<file path="src/rtl/adder_share_arbiter.sv">
// adder_share_arbiter: round-robin sharing of one 6-bit
// parallel-prefix adder between four operand requesters.
module adder_share_arbiter #(
   parameter int NREQ = 4,
   parameter int W    = 6
) (
   input  logic              clk,
   input  logic              rst_n,
   input  logic [NREQ-1:0]   req_valid,
   output logic [NREQ-1:0]   req_ready,
   input  logic [NREQ*W-1:0] req_a,
   input  logic [NREQ*W-1:0] req_b,
   output logic              rsp_valid,
   input  logic              rsp_ready,
   output logic [1:0]        rsp_id,
   output logic [W:0]        rsp_sum,
   output logic [7:0]        op_count
);

   typedef enum logic [1:0] {
      IDLE,
      CALC,
      RESP
   } state_e;

   state_e       state_q, state_d;
   logic [1:0]   rr_q, rr_d;
   logic [1:0]   id_q, id_d;
   logic [1:0]   rid_q, rid_d;
   logic [W-1:0] a_q, a_d;
   logic [W-1:0] b_q, b_d;
   logic [W:0]   sum_q, sum_d;
   logic [7:0]   cnt_q, cnt_d;

   logic [1:0]   win;
   logic         any;
   logic [W:0]   add_s;

   // Shared adder: Kogge-Stone prefix tree over the operand registers
   logic [W-1:0] g0, p0, g1, p1, g2, g3;
   logic [W-1:4] p2;

   assign g0 = a_q & b_q;
   assign p0 = a_q ^ b_q;

   for (genvar i = 0; i < W; i++) begin : g_l1
      if (i >= 1) begin : g_op
         assign g1[i] = g0[i] | (p0[i] & g0[i-1]);
         assign p1[i] = p0[i] & p0[i-1];
      end else begin : g_pass
         assign g1[i] = g0[i];
         assign p1[i] = p0[i];
      end
   end

   for (genvar i = 0; i < W; i++) begin : g_l2
      if (i >= 2) begin : g_op
         assign g2[i] = g1[i] | (p1[i] & g1[i-2]);
         if (i >= 4) begin : g_p
            assign p2[i] = p1[i] & p1[i-2];
         end
      end else begin : g_pass
         assign g2[i] = g1[i];
      end
   end

   for (genvar i = 0; i < W; i++) begin : g_l3
      if (i >= 4) begin : g_op
         assign g3[i] = g2[i] | (p2[i] & g2[i-4]);
      end else begin : g_pass
         assign g3[i] = g2[i];
      end
   end

   assign add_s[0] = p0[0];
   for (genvar i = 1; i < W; i++) begin : g_sum
      assign add_s[i] = p0[i] ^ g3[i-1];
   end
   assign add_s[W] = g3[W-1];

   // Round-robin winner: first valid at or above rr_q, wrapping
   always_comb begin
      win = rr_q;
      any = 1'b0;
      for (int k = 0; k < NREQ; k++) begin
         if (!any && req_valid[rr_q + 2'(k)]) begin
            win = rr_q + 2'(k);
            any = 1'b1;
         end
      end
   end

   // Next-state and outputs; grant gated by rst_n so reset clears it
   always_comb begin
      state_d   = state_q;
      rr_d      = rr_q;
      id_d      = id_q;
      rid_d     = rid_q;
      a_d       = a_q;
      b_d       = b_q;
      sum_d     = sum_q;
      cnt_d     = cnt_q;
      req_ready = '0;
      rsp_valid = 1'b0;
      unique case (state_q)
         IDLE: begin
            if (any) begin
               req_ready = NREQ'(rst_n) << win;
               a_d       = req_a[win*W +: W];
               b_d       = req_b[win*W +: W];
               id_d      = win;
               rr_d      = win + 2'd1;
               state_d   = CALC;
            end
         end
         CALC: begin
            sum_d   = add_s;
            rid_d   = id_q;
            state_d = RESP;
         end
         RESP: begin
            rsp_valid = 1'b1;
            if (rsp_ready) begin
               cnt_d   = cnt_q + 8'd1;
               state_d = IDLE;
            end
         end
         default: state_d = IDLE;
      endcase
   end

   // State and datapath registers
   always_ff @(posedge clk or negedge rst_n) begin
      if (!rst_n) begin
         state_q <= IDLE;
         rr_q    <= '0;
         id_q    <= '0;
         rid_q   <= '0;
         a_q     <= '0;
         b_q     <= '0;
         sum_q   <= '0;
         cnt_q   <= '0;
      end else begin
         state_q <= state_d;
         rr_q    <= rr_d;
         id_q    <= id_d;
         rid_q   <= rid_d;
         a_q     <= a_d;
         b_q     <= b_d;
         sum_q   <= sum_d;
         cnt_q   <= cnt_d;
      end
   end

   assign rsp_id   = rid_q;
   assign rsp_sum  = sum_q;
   assign op_count = cnt_q;

endmodule

</file>
<file path="config.mk">
export PLATFORM = sky130hd
export DESIGN_NAME = adder_share_arbiter
export DESIGN_NICKNAME = d
export VERILOG_FILES = /design/src/rtl/adder_share_arbiter.sv
export SDC_FILE = /design/constraint.sdc
export NUM_CORES = 1
export LEC_CHECK = 0
export CORE_MARGIN = 4
export CORE_UTILIZATION = 65
export DETAILED_ROUTE_END_ITERATION = 6
export DONT_BUFFER_PORTS = 1
export PLACE_DENSITY = 0.81
export SLEW_MARGIN = 40
export SYNTH_ARGS = -nofsm -noshare
export SYNTH_HDL_FRONTEND = slang
export SYNTH_SLANG_ARGS = --single-unit
</file>
<file path="constraint.sdc">
create_clock -name clk -period 3.2 [get_ports clk]
set_input_delay 0.32 -clock clk [delete_from_list [all_inputs] [get_ports clk]]
set_output_delay 0.32 -clock clk [all_outputs]
set_load 0.01 [all_outputs]
</file>
Yosys cells after proc, flatten, opt, wreduce, memory -nomap -nowiden --
Cells that the tools add are included.
Operators by class: $add $sub $neg 5, multiply operators 1, magnitude comparators 4, eq/ne operators 4, shift operators 3, muxes and demuxes 21, bitwise logic cells 35, reductions and logical operators 10
Operator list (number):
- indexed part select 24 x 6 -> 6 bit | 2
- bitwise AND 1 bit | 17
- less-than comparator 2 x 3 -> 1 bit, second input constant | 4
- OR 1 bit | 11
- 2-to-1 mux 2 bit | 5
- 2-to-1 mux 1 bit | 9
- adder 8 x 1 -> 8 bit, second input constant | 1
- binary-select mux 1 bit (select 2 bit) | 4
- 2-to-1 mux 4 bit | 2
- bitwise AND 6 bit | 1
- one-hot mux 2 bit (3 select lines) | 1
- AND reduction 2 bit | 3
- XOR 6 bit | 1
- XOR 1 bit | 5
- adder 2 x 1 -> 2 bit, second input constant | 2
- adder 2 bit, second input constant | 2
- multiplier 2 x 2 -> 4 bit, second input constant | 1
- inequality test 2 bit, second input constant | 2
- << shifter 1 x 2 -> 4 bit | 1
- logical AND 1 bit | 3
- zero test 1 bit | 3
- == test 2 x 1 -> 1 bit, second input constant | 1
- == test 2 bit, second input constant | 1
- zero test 2 bit | 1
Storage, ports and cells: register bits 35, input bits 55, output and inout port bits 22, logic and storage cells 91

Logic depth before layout (Yosys ltp) --
Gate-level depths: netlist (run 1).
word-level depth 15, mapped depth 7, gate-level depth less buffers 7

Least setup slack after synthesis (run 1) --
No wires, ideal clock.
path type input port to output port, start input req_valid[0], end output req_ready[2], arrival time 1.590 ns, data required time 2.880 ns, path slack 1.290 ns, stages on the path 5, path buffers 1, cell sequence nor2b_1 > o41ai_2 > clkbuf_1 > nand3_1 > nor2b_1
On the way: cells in the longest elaborated chain, start to end 15, elaborated cells on any way between the ends 24, those cells by class shift: 1; mux: 17; reduce/logical: 6
RTL lines:
- start: declaration | line 9 | input logic [NREQ-1:0] req_valid,
- binary-select mux 1 bit (select 2 bit) | line 86 | if (!any && req_valid[rr_q + 2'(k)]) begin
- 2-to-1 mux 1 bit (implied by the code) | line 86
- 2-to-1 mux 1 bit | line 86
- zero test 1 bit | line 86
- logical AND 1 bit | line 86
- 2-to-1 mux 1 bit | line 86
- zero test 1 bit | line 86
- logical AND 1 bit | line 86
- 2-to-1 mux 1 bit | line 86
- zero test 1 bit | line 86
- logical AND 1 bit | line 86
- 2-to-1 mux 2 bit | line 86
- << shifter 1 x 2 -> 4 bit | line 108 | req_ready = NREQ'(rst_n) << win;
- 2-to-1 mux 4 bit (*) | line 107 | if (any) begin
- 2-to-1 mux 4 bit (*) | line 105 | unique case (state_q)
- end: declaration | line 10 | output logic [NREQ-1:0] req_ready,
Every way passes the cells marked *; elsewhere a longest branch is shown, timed or not. The select of a mux whose other input is x is not followed.

Worst setup path in the final report (run 1) --
start register state_q[1], end output req_ready[0]
On the way: cells in the longest elaborated chain, start to end 2
RTL lines:
- start: declaration | line 26 | state_e state_q, state_d;
- start signal: assignment | line 144 | state_q <= state_d;
- zero test 2 bit | line 105
- 2-to-1 mux 4 bit | line 105
Every way passes these cells.

==> summary.txt, run 1 <==
STA
  – Relative slew slack: 0.581
  – Fin crit share: 0.794
  – Fin. Hold Viols: 0
  – Final clock skew: approximately 0.008 ns
  – Unrepaired setup endpoints after global routing: no
  – Final Max Tran Viols: 0
  – Fmax: between 300 and 400 MHz
  – Sum Neg Setup Slack: 0 ns
  – Worst hold slack: 0.0761 ns
  – Least-Margin Pin Slew: about 0.63 ns
  – Minimum clock period: roughly 2.5 ns
  – Setup violators final: 0

Logic synthesis
  – #FFs+latches synth: 35
  – Warning count from the yosys run: 0
  – Commonest register cell after synthesis: dfrtp_1
  – Syn_nets: ~270
  – Post-synth EDFFs: 0
  – Syn Inst Count: 206
  – Post-synth cell types: 38
  – Mean area per synthesized cell: ~10 um2
  – Syn Std Cell Area: 0.00208 mm2
  – Ys async rst share: 1.00
  – Share of the yosys chip area belonging to registers: 0.421

Critical path
  – Critical path class: reg -> out
  – CP Cell Sequence: or3_1, inv_2, nand2_1, nor3b_1
  – Critical path's largest stage delay: 0.64 ns
  – WP data required: about 2.9 ns
  – Crit path capture type: output pin
  – Worst-case reg-to-reg path depth: 7
  – Arr. time, crit path: around 2.2 ns
  – Crit start category: flip-flop
  – CP max stage cell: or3_1
  – CP max FO: 19

Detailed routing
  – Routed Antenna Nets: 0
  – Drt pass-1 iters: 4
  – Detailed Route Iter0 Violations: between 100 and 150
  – Final wirelength: approximately 4700 um
  – Vias/cell: approximately 6.5
  – Vias after detailed routing: 1,621
  – Avg WL per Cell: approximately 19 um
  – # DRC: 0

Die
  – Die area: between 0.004 and 0.005 mm2
  – Row count: 20
  – Chip height: 64.6 um
  – Die width: roughly 65 um
  – Core area: roughly 0.0031 mm2
  – I/O pin count: 77
  – Starting Density: 0.682

Cells and area
  – Number of fill cells in the layout: 240
  – Post-layout util: 0.726
  – Nets: 269
  – Commonest non-fill, non-tap cell in the layout: dfrtp_1
  – Antenna Diode Count: 0
  – Area delta synth->final: 6.49%
  – Commonest cells after routing, fill and taps aside: 35 x dfrtp_1, 18 x nor2_1, 14 x nand2_1
  – Share of layout cells above drive strength 1: 0.111

Placement
  – Hpwl dp: 3420 um
  – IO Port Bufs: 0
  – GPL Wtd Cong: 0.782

CTS
  – TritonCTS clock tree: done
  – CTS max path bufs: 2
  – Clock tree sinks: 35
  – Inserted Clock Buffers: 5
  – H-tree depth: 2
  – Clk Latency, worst-skew pair: ~0.34 ns
  – Clock transition at path regs: about 0.11 ns
  – CTS resizes: 0
  – Clock Tree Root: clkbuf_4

Global route
  – Vias in the first global route: ~1.7k
  – GR Util met2: 0.397
  – Overflow after GRT: 0
  – Overall routing resource usage: 0.247
  – M1 GR Usage: 0.319
  – Largest net degree at the start of global routing: 36
  – First-pass GRT wire length: 7910 um
  – Antenna violations before repair: 0
  – Met3 Usage GRT: 0.0607
  – GRT Max-Usage Layer: met2

Pwr
  – Maximum VDD drop: 0.000654 V
  – PwrDens: between 1000 and 1500 mW/mm2
  – Leakage power: approximately 0.9 nW

Status
  – Status: finished, final reports clean

Run
  – Max_cap viols: 0

Hold path
  – Hold crit path type: in -> reg
  – Hold path cells: 1
[synthesized netlist by cell type (3+ instances only)]
cell | instances | area, um2
mux2_2 | 4 | 45.0
a211oi_1 | 12 | 90.1
mux2i_1 | 13 | 130
a21o_1 | 4 | 30.0
nor2_1 | 18 | 67.6
o21ai_0 | 8 | 40.0
a2111oi_0 | 11 | 96.3
ha_1 | 7 | 87.6
clkbuf_1 | 9 | 33.8
dfrtp_1 | 35 | 876
nor3b_1 | 3 | 22.5
nand3_1 | 4 | 20.0
nor2b_1 | 4 | 25.0
nand2b_1 | 4 | 25.0
xnor2_1 | 9 | 78.8
nor4b_1 | 12 | 105
nor3_1 | 4 | 20.0
nand2_1 | 14 | 52.6
a21oi_1 | 5 | 25.0
[worst paths after layout]
path,start,end,slack [ns]
hold reg to reg,id_q[1]$_DFFE_PN0P_,id_q[1]$_DFFE_PN0P_,0.48
min in group asynchronous,rst_n,op_count[4]$_DFFE_PN0P_,0.43
max in group asynchronous,rst_n,a_q[3]$_DFFE_PN0P_,2.59
setup reg to reg,rr_q[1]$_DFFE_PN0P_,b_q[5]$_DFFE_PN0P_,0.79
hold / removal,rsp_ready,state_q[1]$_DFFE_PN0P_,0.08
setup / recovery,state_q[1]$_DFFE_PN0P_,req_ready[0],0.66
[layout make-up]
cell class                 count  area (um2)  share of cell area
timing repair buffer           7        67.6              0.0305
multi-input combinational    154        1120               0.505
tap                           44        55.1              0.0248
inverter                       3        11.3             0.00508
sequential                    35         876               0.395
clock buffer                   6        51.3              0.0232
clock inverter                 2        35.0              0.0158
[per-layer routing]
metal	share of wire	vias to the layer above	routed length (um)
li1	-	769	-
met1	0.41	756	1920
met2	0.48	87	2240
met3	0.088	9	408
met4	0.019	0	87
met5	0	-	0
[logic make-up (layout without fill, tap and decap cells)]
family	count (synthesis)	in the layout	synth area share
AOI/OAI and AO/OA	46	46	0.167
xor gates and xnor gates	11	11	0.0463
and+or+nand+nor	72	72	0.189
adders and majority gates	8	8	0.0517
muxes	17	17	0.0842
buffers and inverters	17	18	0.0409
DFF	35	35	0.421
[state kept, by name (all words and copies together), names as in the netlist]
name      cells
op_count      8
rsp_sum       7
a_q           6
b_q           6
id_q          2
rr_q          2
rsp_id        2
state_q       2
[timing repair]
action | 4_1_cts | 5_1_grt
hold buffers | 2 | 0
endpoints found under the setup margin | 0 | 0
endpoints found under the hold margin | 35 | 0
setup buffers | 0 | 0
[stage by stage]
step | std cells | total power [W] | cell area (um2) | worst slack [ns]
3_5_place_dp | 241 | 0.00194 | 2100 | 0.840
5_1_grt | 251 | 0.00250 | 2220 | 0.487
6_report | 251 | 0.00229 | 2220 | 0.659
2_1_floorplan | 206 | 0.00175 | 2080 | 1.29
4_1_cts | 251 | 0.00229 | 2220 | 0.659
3_3_place_gp | 241 | 0.00188 | 2100 | 0.884
[critical path: cells and delay by family, from the launching register on]
family / cells / cell delay [ns]
buffers and inverters: 1 / 0.36
flip-flops: 1 / 0.40
AND/OR/NAND/NOR: 3 / 1.13
[where the power goes]
group	internal (W)	switching, W
clock network	0.000185	0.000146
registers	0.000647	0.000200
logic	0.000491	0.000619
Power figures use the tool's default switching activity.
==> run 2, diff against run 1 <==
--- a/config.mk
+++ b/config.mk
@@ -6,10 +6,10 @@
 export NUM_CORES = 1
 export LEC_CHECK = 0
 export CORE_MARGIN = 4
-export CORE_UTILIZATION = 65
+export CORE_UTILIZATION = 63
 export DETAILED_ROUTE_END_ITERATION = 6
 export DONT_BUFFER_PORTS = 1
-export PLACE_DENSITY = 0.81
+export PLACE_DENSITY = 0.79
 export SLEW_MARGIN = 40
 export SYNTH_ARGS = -nofsm -noshare
 export SYNTH_HDL_FRONTEND = slang
==> constraint.sdc (replaced) <==
create_clock -name clk -period 2.35 [get_ports clk]
set_input_delay 0.235 -clock clk [delete_from_list [all_inputs] [get_ports clk]]
set_output_delay 0.235 -clock clk [all_outputs]
set_load 0.01 [all_outputs]
==> summary.txt, run 2 (same netlist as run 1, synthesis figures left out) <==
Global route
  – Antenna violations before repair: 0 (unchanged)
  – Vias in the first global route: 1,681 (was 1,664)
  – Overall routing resource usage: 0.251 (was 0.247)
  – First-pass GRT wire length: 8190 um (was 7910 um)
  – Largest net degree at the start of global routing: 36 (unchanged)
  – Overflow after GRT: 0 (unchanged)

Hold path
  – Hold EP: op_count[0]$_DFFE_PN0P_ (was state_q[1]$_DFFE_PN0P_)
  – Hold crit path type: in -> reg (unchanged)
  – Hold path start: rsp_ready (unchanged)
  – Hold path cells: 2 (was 1)

Run
  – Max_cap viols: 0 (unchanged)

Die
  – Die width: 65.5 um (was 64.6 um)
  – Row count: 20 (unchanged)
  – Die area: 0.00429 mm2 (was 0.00417 mm2)
  – Chip height: 65.5 um (was 64.6 um)
  – Core area: 0.00310 mm2 (was 0.00305 mm2)
  – Starting Density: 0.671 (was 0.682)
  – I/O pin count: 77 (unchanged)

Detailed routing
  – Drt pass-1 iters: 4 (unchanged)
  – Avg WL per Cell: 19.0 um (was 18.6 um)
  – Final wirelength: 4830 um (was 4660 um)
  – # DRC: 0 (unchanged)
  – Vias after detailed routing: 1,635 (was 1,621)
  – Vias/cell: 6.41 (was 6.46)
  – Detailed Route Iter0 Violations: 44 (was 113)
  – Routed Antenna Nets: 0 (unchanged)

STA
  – Minimum clock period: between 2 and 2.5 ns
  – Final Max Tran Viols: 0 (unchanged)
  – Fin crit share: 0.926
  – Sum Neg Setup Slack: 0 ns (unchanged)
  – Fin. Hold Viols: 0 (unchanged)
  – Setup violators final: 0 (unchanged)
  – Fmax: roughly 460 MHz
  – Worst hold slack: 0.114 ns (was 0.0761 ns)
  – Final clock skew: 0.00687 ns (was 0.00783 ns)
  – Least-Margin Pin Slew: 0.671 ns (was 0.629 ns)
  – Unrepaired setup endpoints after global routing: no (unchanged)
  – Relative slew slack: 0.553 (was 0.581)

Critical path
  – Arr. time, crit path: 1.94 ns (was 2.22 ns)
  – Critical path's largest stage delay: 0.46 ns (was 0.64 ns)
  – Delay-heaviest family, CP: flip-flops (was simple AND/OR/NAND/NOR gates)
  – Buf+Inv Stages, Crit Path: 2 (was 1)
  – CP Cell Sequence: a21bo_2, a21oi_1, or3_1, buf_6, nor3b_1, buf_4 (was or3_1, inv_2, nand2_1, nor3b_1)
  – CP max stage cell: dfrtp_1 (was or3_1)
  – WP data required: 2.12 ns (was 2.88 ns)
  – Worst-case reg-to-reg path depth: 6 (was 7)
  – Critical path class: reg -> out (unchanged)
  – Crit path capture type: output pin (unchanged)
  – Crit start category: flip-flop (unchanged)
  – R2R Path Start: rr_q[1]$_DFFE_PN0P_ (unchanged)
  – CP max FO: 23 (was 19)
  – Reg-to-reg endpoint: b_q[0]$_DFFE_PN0P_ (was b_q[5]$_DFFE_PN0P_)
  – Worst reg2reg setup slack: 0.30 ns (was 0.79 ns)

Placement
  – Hpwl dp: 3580 um (was 3420 um)
  – IO Port Bufs: 0 (unchanged)
  – GPL Wtd Cong: 0.813 (was 0.782)
  – Placed insts: 245 (was 241)
  – Placed inst area: 0.00213 mm2 (was 0.00210 mm2)

CTS
  – Clock transition at path regs: 0.10 ns (was 0.11 ns)
  – Setup Fix Bufs, Post-CTS: 0 (unchanged)
  – Clock Tree Root: clkbuf_4 (unchanged)
  – H-tree depth: 2 (unchanged)
  – TritonCTS clock tree: done (unchanged)
  – Clk Latency, worst-skew pair: 0.34 ns (about the same)
  – Inserted Clock Buffers: 5 (unchanged)
  – CTS max path bufs: 2 (unchanged)
  – Clock tree sinks: 35 (unchanged)

Pwr
  – Leakage power: 0.936 nW (was 0.924 nW)
  – Maximum VDD drop: 0.000732 V (was 0.000654 V)
  – PwrDens: 1360 mW/mm2 (was 1030 mW/mm2)

Cells and area
  – Final Non-Filler Cells: 255 (was 251)
  – Final Cell Area: 0.00223 mm2 (was 0.00222 mm2)
  – Max reg flops: 8 (unchanged)
  – Commonest non-fill, non-tap cell in the layout: dfrtp_1 (unchanged)
  – Post-layout util: 0.720 (was 0.726)
  – Share of layout cells above drive strength 1: 0.128 (was 0.111)
  – Nets: 274 (was 269)
  – Antenna Diode Count: 0 (unchanged)
  – Area delta synth->final: 7.40% (was 6.49%)
  – Commonest cells after routing, fill and taps aside: 35 x dfrtp_1, 18 x nor2_1, 14 x nand2_1 (unchanged)

Status
  – Status: finished, final reports clean (unchanged)
-- run 2: changes by cell type in the layout (fill, tap and decap cells not counted), sizes merged --
cell         change
buf              +4
bufinv           -1
dlygate4sd3      +1
-- run 2: worst max path at each step --
stage / endpoint / from / slack (ns) / cells after the start
floorplan: req_ready[1] / rr_q[1]$_DFFE_PN0P_ / 0.53 / 6
CTS: req_ready[1] / rr_q[1]$_DFFE_PN0P_ / 0.08 / 5
detailed placement: b_q[0]$_DFFE_PN0P_ / rr_q[1]$_DFFE_PN0P_ / 0.30 / 6
finish: req_ready[0] / rr_q[1]$_DFFE_PN0P_ / 0.17 / 6
global route: req_ready[0] / rr_q[1]$_DFFE_PN0P_ / 0.02 / 6
global placement: b_q[0]$_DFFE_PN0P_ / rr_q[1]$_DFFE_PN0P_ / 0.37 / 6
-- run 2: through the flow --
stage / power, W / setup slack [ns]
floorplan: 0.00238 / 0.527
CTS: 0.00305 / 0.0759
global route: 0.00332 / 0.0234
detailed placement: 0.00270 / 0.299
global placement: 0.00262 / 0.372
finish: 0.00304 / 0.173
-- run 2: layer usage --
| metal | up-vias | share of wire | global-route usage |
|---|---|---|---|
| li1 | 775 | - | - |
| met1 | 773 | 0.40 | 0.297 |
| met2 | 78 | 0.48 | 0.420 |
| met3 | 9 | 0.10 | 0.101 |
| met4 | 0 | 0.015 | 0.0725 |
| met5 | - | 0 | 0 |
-- run 2: layout make-up --
cell class              count  area, um2
fillers                   263        868
clock inverters             1       5.00
multi-input cells         154       1120
clock buffers               6       51.3
flip-flops and latches     35        876
well taps                  44       55.1
inverters                   3       11.3
repair buffers             12        111
-- run 2: power by group --
part	switching [W]	internal (W)
registers	0.000276	0.000882
clock network	0.000190	0.000139
logic	0.000851	0.000704
-- run 2: repair_timing --
item | in CTS | in global routing
gates resized for setup | 0 | 2
hold buffers | 3 | 0
endpoints found under the hold margin | 36 | 0
endpoints found under the setup margin | 0 | 2
